### src/rtl/uart_pkg.sv
// Shared UART definitions: receiver/transmitter state type, default bit timing
// and a counter-width helper used by uart_rx_8n1 and uart_tx_8n1.
package uart_pkg;

   typedef enum logic [2:0] {
      IDLE  = 3'd0,
      START = 3'd1,
      DATA  = 3'd2,
      STOP  = 3'd3,
      BREAK = 3'd4
   } uart_state_t;

   localparam int unsigned UART_CLKS_PER_BIT_DEFAULT = 16;

   // Counter width that never collapses to zero bits for tiny divisors.
   function automatic int unsigned clog2_safe(input int unsigned n);
      return (n < 2) ? 1 : $clog2(n);
   endfunction

endpackage

### src/rtl/uart_sync.sv
// N-flop synchronizer for an asynchronous single-bit input; the reset value is
// a parameter so a serial line can come out of reset reading idle.
module uart_sync #(
   parameter int unsigned STAGES    = 2,
   parameter logic        RESET_VAL = 1'b1
) (
   input  logic clk,
   input  logic rst_n,
   input  logic d,
   output logic q
);

   logic [STAGES-1:0] ff;

   always_ff @(posedge clk or negedge rst_n) begin
      if (!rst_n) begin
         ff <= {STAGES{RESET_VAL}};
      end else begin
         ff <= {ff[STAGES-2:0], d};
      end
   end

   assign q = ff[STAGES-1];

endmodule

### src/rtl/uart_rx_8n1.sv
// 8N1 UART receiver with mid-bit sampling, framing-error and line-break handling.
// Define UART_RX_MAJORITY_EN for 2-of-3 majority sampling around each sample point.
module uart_rx_8n1
   import uart_pkg::*;
#(
   parameter int unsigned CLKS_PER_BIT = UART_CLKS_PER_BIT_DEFAULT,
   parameter int unsigned SYNC_STAGES  = 2
) (
   input  logic       clk,
   input  logic       rst_n,
   input  logic       rx,
   output logic [7:0] rxbyte,
   output logic       rxdone,
   output logic       frame_err,
   output logic       busy
);

   localparam int unsigned CW = clog2_safe(CLKS_PER_BIT);
   localparam logic [CW-1:0] LAST = CW'(CLKS_PER_BIT - 1);

   if (SYNC_STAGES < 2 || SYNC_STAGES > 3) begin : g_sync_chk
      $error("uart_rx_8n1: SYNC_STAGES must be 2..3");
   end

   logic          rxs;
   logic          sample;
   uart_state_t   state;
   logic [CW-1:0] clk_cnt;
   logic [2:0]    bit_cnt;
   logic [7:0]    shift;

   uart_sync #(
      .STAGES    (SYNC_STAGES),
      .RESET_VAL (1'b1)
   ) u_sync (
      .clk   (clk),
      .rst_n (rst_n),
      .d     (rx),
      .q     (rxs)
   );

`ifdef UART_RX_MAJORITY_EN
   if (CLKS_PER_BIT < 8) begin : g_cpb_chk
      $error("uart_rx_8n1: CLKS_PER_BIT must be >= 8 with majority sampling");
   end

   // The whole sampling grid runs one clock late, so at each decision point
   // hist holds the nominal-1 and nominal samples and rxs is nominal+1.
   localparam logic [CW-1:0] START_PT = CW'(CLKS_PER_BIT / 2);

   logic [1:0] hist;

   always_ff @(posedge clk or negedge rst_n) begin
      if (!rst_n) begin
         hist <= '1;
      end else begin
         hist <= {hist[0], rxs};
      end
   end

   assign sample = (hist[1] & hist[0]) | (hist[1] & rxs) | (hist[0] & rxs);
`else
   localparam logic [CW-1:0] START_PT = CW'(CLKS_PER_BIT / 2 - 1);

   assign sample = rxs;
`endif

   always_ff @(posedge clk or negedge rst_n) begin
      if (!rst_n) begin
         state     <= IDLE;
         clk_cnt   <= '0;
         bit_cnt   <= '0;
         shift     <= '0;
         rxbyte    <= '0;
         rxdone    <= 1'b0;
         frame_err <= 1'b0;
         busy      <= 1'b0;
      end else begin
         rxdone    <= 1'b0;
         frame_err <= 1'b0;
         case (state)
            IDLE: begin
               clk_cnt <= '0;
               if (!rxs) begin
                  state <= START;
                  busy  <= 1'b1;
               end
            end
            START: begin
               if (clk_cnt == START_PT) begin
                  clk_cnt <= '0;
                  if (!sample) begin
                     state   <= DATA;
                     bit_cnt <= '0;
                  end else begin
                     state <= IDLE;
                     busy  <= 1'b0;
                  end
               end else begin
                  clk_cnt <= clk_cnt + CW'(1);
               end
            end
            DATA: begin
               if (clk_cnt == LAST) begin
                  clk_cnt         <= '0;
                  shift[bit_cnt]  <= sample;
                  bit_cnt         <= bit_cnt + 3'd1;
                  if (bit_cnt == 3'd7) begin
                     state <= STOP;
                  end
               end else begin
                  clk_cnt <= clk_cnt + CW'(1);
               end
            end
            STOP: begin
               if (clk_cnt == LAST) begin
                  clk_cnt <= '0;
                  if (sample) begin
                     rxbyte <= shift;
                     rxdone <= 1'b1;
                     state  <= IDLE;
                     busy   <= 1'b0;
                  end else begin
                     frame_err <= 1'b1;
                     state     <= BREAK;
                  end
               end else begin
                  clk_cnt <= clk_cnt + CW'(1);
               end
            end
            // A held-low line stays here so it cannot be re-read as new frames.
            BREAK: begin
               clk_cnt <= '0;
               if (rxs) begin
                  state <= IDLE;
                  busy  <= 1'b0;
               end
            end
            default: begin
               state <= IDLE;
               busy  <= 1'b0;
            end
         endcase
      end
   end

endmodule

### config.mk
export PLATFORM = sky130hd
export DESIGN_NAME = uart_rx_8n1
export DESIGN_NICKNAME = d
export VERILOG_FILES = /design/src/rtl/uart_pkg.sv /design/src/rtl/uart_sync.sv /design/src/rtl/uart_rx_8n1.sv
export SDC_FILE = /design/constraint.sdc
export NUM_CORES = 1
export LEC_CHECK = 0
export CORE_ASPECT_RATIO = 0.9
export CORE_MARGIN = 10
export CORE_UTILIZATION = 50
export CTS_CLUSTER_DIAMETER = 200
export CTS_CLUSTER_SIZE = 12
export DETAILED_ROUTE_END_ITERATION = 16
export PLACE_DENSITY = 0.71
export RECOVER_POWER = 100
export SLEW_MARGIN = 20
export SYNTH_ARGS = -nofsm -noshare
export SYNTH_HDL_FRONTEND = slang
export SYNTH_SLANG_ARGS = --single-unit
### constraint.sdc
create_clock -name clk -period 3.9 [get_ports clk]
set_input_delay 0.78 -clock clk [delete_from_list [all_inputs] [get_ports clk]]
set_output_delay 0.78 -clock clk [all_outputs]
set_load 0.01 [all_outputs]
Word level (Yosys, flattened, before mapping)

Index checks and enable logic that the tools add are counted.

Multiplexer cells: 30
Bitwise logic cells: 1
Add/sub/neg operators: 2
Divide/modulo/power cells: 0
Equal/unequal tests: 14
Shift operators: 0
Reductions and logical operators: 11
Multipliers: 0
Magnitude comparators: 2

Operator list:

| operator            | count |
|---|---|
| $mux 3              | 10 |
| $pmux 3 s5          | 1 |
| $ne 2x2->1 const B  | 6 |
| $pmux 4 s3          | 1 |
| $mux 1              | 11 |
| $bwmux 8            | 1 |
| $mux 4              | 2 |
| $reduce_and 4->1    | 2 |
| $eq 3x2->1 const B  | 2 |
| $eq 3x3->1 const B  | 2 |
| $pmux 3 s2          | 1 |
| $reduce_and 6->1    | 1 |
| $pmux 1 s5          | 1 |
| $add 4x1->4 const B | 1 |
| $eq 4x3->1 const B  | 1 |
| $eq 4x4->1 const B  | 1 |
| $lt 3x4->1 const B  | 1 |
| $reduce_or 2->1     | 2 |
| $add 3x1->3 const B | 1 |
| $demux 1 s3         | 1 |
| $eq 3x1->1 const B  | 1 |
| $ge 3x1->1 const B  | 1 |
| $logic_not 3->1     | 1 |
| $reduce_and 3->1    | 1 |
| other kinds (7)     | 7 |

Memory bits (read-only): 0
Memories kept: 0
Bits in latches: 0
Word-level logic and storage cells: 69
Output and inout bits: 11
Input bits: 3
Register bits: 31
Bits in writable memories: 0

Longest topological paths before layout

Depth in word-level cells: 5
Depth in mapped cells: 5
Depth with buffers taken out: 4

Modules after synthesis

From an unflattened synthesis, not the netlist that was laid out.

Cells, all modules: 115
Area total of the unflattened synthesis: 1428.9 um^2

By module, submodules not included:

| module      | times used | area an instance (um^2) | seq. area each (um^2) | cells an instance |
|---|---|---|---|---|
| uart_rx_8n1 | 1          | 1376.3                  | 725.7                 | 113 |
| uart_sync   | 1          | 52.6                    | 52.6                  | 2 |

Worst setup path after synthesis

OpenSTA, ideal clock, no wires.

Path type: register to register
From: register clk_cnt[0]
To: register rxbyte[0]
Arrival time: 1.526 ns
Setup slack: 2.247 ns
Library setup time: 0.128 ns
Required time: 3.772 ns
Clock period less this slack: 1.653 ns
Cell stages (with the launch flop): 6
Cells stage by stage: dfrtp_1 -> ha_1 -> buf_2 -> and4b_1 -> nand4_2 -> mux2_1

Longest elaborated chain between the ends: 2

RTL lines:

| element                           | line               | text |
|---|---|---|
| start, declared                   | uart_rx_8n1.sv:28  | `logic [CW-1:0] clk_cnt;` |
| start signal, assigned            | uart_rx_8n1.sv:100 | `clk_cnt <= clk_cnt + CW'(1);` |
| start signal, assigned            | uart_rx_8n1.sv:112 | `clk_cnt <= clk_cnt + CW'(1);` |
| start signal, assigned            | uart_rx_8n1.sv:128 | `clk_cnt <= clk_cnt + CW'(1);` |
| $eq 4x4->1                        | uart_rx_8n1.sv:116 | `if (clk_cnt == LAST) begin` |
| $reduce_and 3->1 (no source line) | -                  |  |
| end signal, assigned              | uart_rx_8n1.sv:119 | `rxbyte <= shift;` |
| end, declared                     | uart_rx_8n1.sv:12  | `output logic [7:0] rxbyte,` |

Every way passes these cells.
A chain may end at the register's enable or synchronous reset.

==> results_dict.tcl <==
set metrics [dict create \
    status "finished, violations left" \
    failed_checks "capacitance limit, slew limit" \
    postRouteWirelength_um 2550 \
    rsz0062_at_grt "no" \
    post-route-period-util 0.586 \
    wire_per_inst_um 14.8 \
    critical_path.cell_chain "dlygate4sd3_1 -> clkbuf_1" \
    dp.cells 164 \
    timing.fmax_mhz 437 \
    whs_ns 0.361 \
    cts-root-buf "clkbuf_4" \
    max_stage_delay_ns 1.13 \
    yosysSeqAreaShare 0.526 \
    dieArea_um2 5540 \
    layout_common_cells "29 x dfrtp_1, 16 x mux2_1, 13 x dlygate4sd3_1" \
    grt_pass1_vias 920 \
    fin_skew_ns 0.0121 \
    maxSlewHeadroom -0.0452 \
    grt_max_degree 32 \
    gp_congestion 0.769 \
    synth_seq_cells 31 \
    holdPathStages 0 \
    antenna_cells 0 \
    fin_util 0.590 \
    clk_latency_ns 0.33 \
    hold_viol 0 \
    fin_setup_tns_ns 0 \
    ant_nets 0 \
    layout-drive-gt1-share 0.0833 \
    leakage_nw 0.790 \
    path_buf_inv 2 \
    ys_warn_count 0 \
    die_h_um 71.6 \
    ios 14 \
    setup_ws_ns 1.61 \
    fin_crit_ns 2.29 \
    tightestPinTransition_ns 1.57 \
    setup_viol_count_final 0 \
    cts_resized 0 \
    fin_cells 172 \
    numClockSinks 31 \
    worstSetupPathType "primary input to async pin" \
    cts_inserted_buffers 5 \
    cp.depth 2 \
    cts_tree "done" \
    slew_viol_final 32 \
    ys_async_sr_fraction 1.00 \
    vias_per_cell 5.67 \
    drtIter0Drc 76 \
    end_kind "async pin" \
    synthesis.nets 126 \
    worstPathMaxFanout 31 \
    synth_cells 120 \
    fp-row-count 18 \
    crit_arrival_ns 2.45 \
    core_area_um2 2790 \
    io_buffers 13 \
    drv_cap 1 \
    htreeDepth 2 \
    cts_setup_buffers 0 \
    grt_overflow_total 0 \
    drt_pass1_iterations 4 \
    cpMaxStageDelayCell "clkbuf_1" \
    antenna_found_initial 0 \
    cp-start-kind "primary input" \
    path_clk_slew_ns 0.08 \
    drc 0 \
    synth_area_um2 1480 \
    crit_required_ns 4.06 \
    synth_edf_count 0 \
    vias 976 \
    place_ws_ns 1.97 \
    cp_top_family "buffers and inverters" \
    hpwl_um 1760 \
    final_common_cell "dfrtp_1" \
    ir_worst_vdd_uv 330 \
    fin_nets 137 \
    reg2reg_depth 4 \
    hp-class "register to register" \
    syn_area_per_cell_um2 12.3 \
    cts_buffer_depth 2 \
    start_util 0.530 \
    holdBufCountCts 0 \
    grtUsageTotal 0.103 \
    synth_cell_type_count 46 \
    area_growth_pct 11.4 \
    worst-r2r-setup-slack_ns 1.81 \
    grt_pass1_wl_um 4640 \
    p_per_area_nw_per_um2 523 \
    die_w_um 77.3 \
    ys.flop_type "dfrtp_1" \
]
per-layer routing:
layer	track usage	vias to the layer above	wire length [µm]
met2	0.143	18	1060
met3	0.0399	8	131
met1	0.136	483	1290
li1	-	467	-
met5	0	-	0
met4	0.0547	0	60
layout make-up:
type | instances | area, µm²
well taps | 40 | 50.0
repair buffers | 14 | 134
multi-input cells | 76 | 624
flip-flops and latches | 31 | 778
fillers | 246 | 1140
clock inverters | 1 | 5.00
inverters | 3 | 11.3
clock buffers | 7 | 45.0
metrics by stage:
stage,total power (W),cell area (µm²)
after global routing,0.000931,1650
after floorplan,0.000663,1480
after CTS,0.000876,1670
after global placement,0.000693,1620
after detailed placement,0.000703,1620
final,0.000862,1650
worst register-to-register path: cells and delay by family (launching register included):
kind	cells	cell delay, ns
DFF	1	0.42
adders and majority gates	1	0.36
muxes	1	0.49
and+or+nand+nor	2	0.72
cell usage after synthesis (all sizes together), types with 2 or more instances:
cell type	count	area [µm²]
dfrtp	29	726
mux2	17	191
buf	6	35.0
nor2	6	22.5
clkbuf	4	15.0
nand3	4	20.0
nand4	4	31.3
a22o	3	26.3
ha	3	37.5
nand2	3	11.3
nor3	3	20.0
a211oi	2	15.0
a21oi	2	10.0
a311oi	2	17.5
and3b	2	17.5
and4b	2	20.0
dfstp	2	52.6
inv	2	7.50
nor2b	2	12.5
nor4	2	18.8
nor4b	2	17.5
state kept, by name, summed over array words and instances, names as in the netlist:
register / flops
bit_cnt: 3
busy: 1
clk_cnt: 4
frame_err: 1
rxbyte: 8
rxdone: 1
shift: 8
state: 3
u_sync.ff: 2
power breakdown:
| group | internal (W) | leakage, nW | switching (W) |
|---|---|---|---|
| logic | 0.000117 | 0.354 | 0.0000948 |
| registers | 0.000368 | 0.407 | 0.000108 |
| clock network | 0.0000701 | 0.0293 | 0.000104 |
cell families (layout without fill, tap and decap cells):
group | count (synthesis) | in the layout | share of synthesized area
flip-flops | 31 | 31 | 0.526
AND/OR/NAND/NOR | 36 | 36 | 0.167
buffers and inverters | 13 | 25 | 0.0414
multiplexers | 18 | 18 | 0.136
AO/OA/AOI/OAI | 16 | 16 | 0.0855
adder cells (fa/ha/maj) | 4 | 4 | 0.0322
XOR/XNOR | 2 | 2 | 0.0118
path summary, 6_finish.rpt:
check | start | endpoint
worst max-delay path | rst_n | clk_cnt[0]$_DFFE_PN0P_
worst min-delay path | u_sync.ff[0]$_DFF_PN1_ | u_sync.ff[1]$_DFF_PN1_
worst max register to register | clk_cnt[0]$_DFFE_PN0P_ | rxbyte[6]$_DFFE_PN0P_
worst min register to register | u_sync.ff[0]$_DFF_PN1_ | u_sync.ff[1]$_DFF_PN1_
max in group clk | busy$_DFFE_PN0P_ | busy
min in group asynchronous | rst_n | shift[5]$_DFFE_PN0P_
Power figures use the tool's default switching activity.
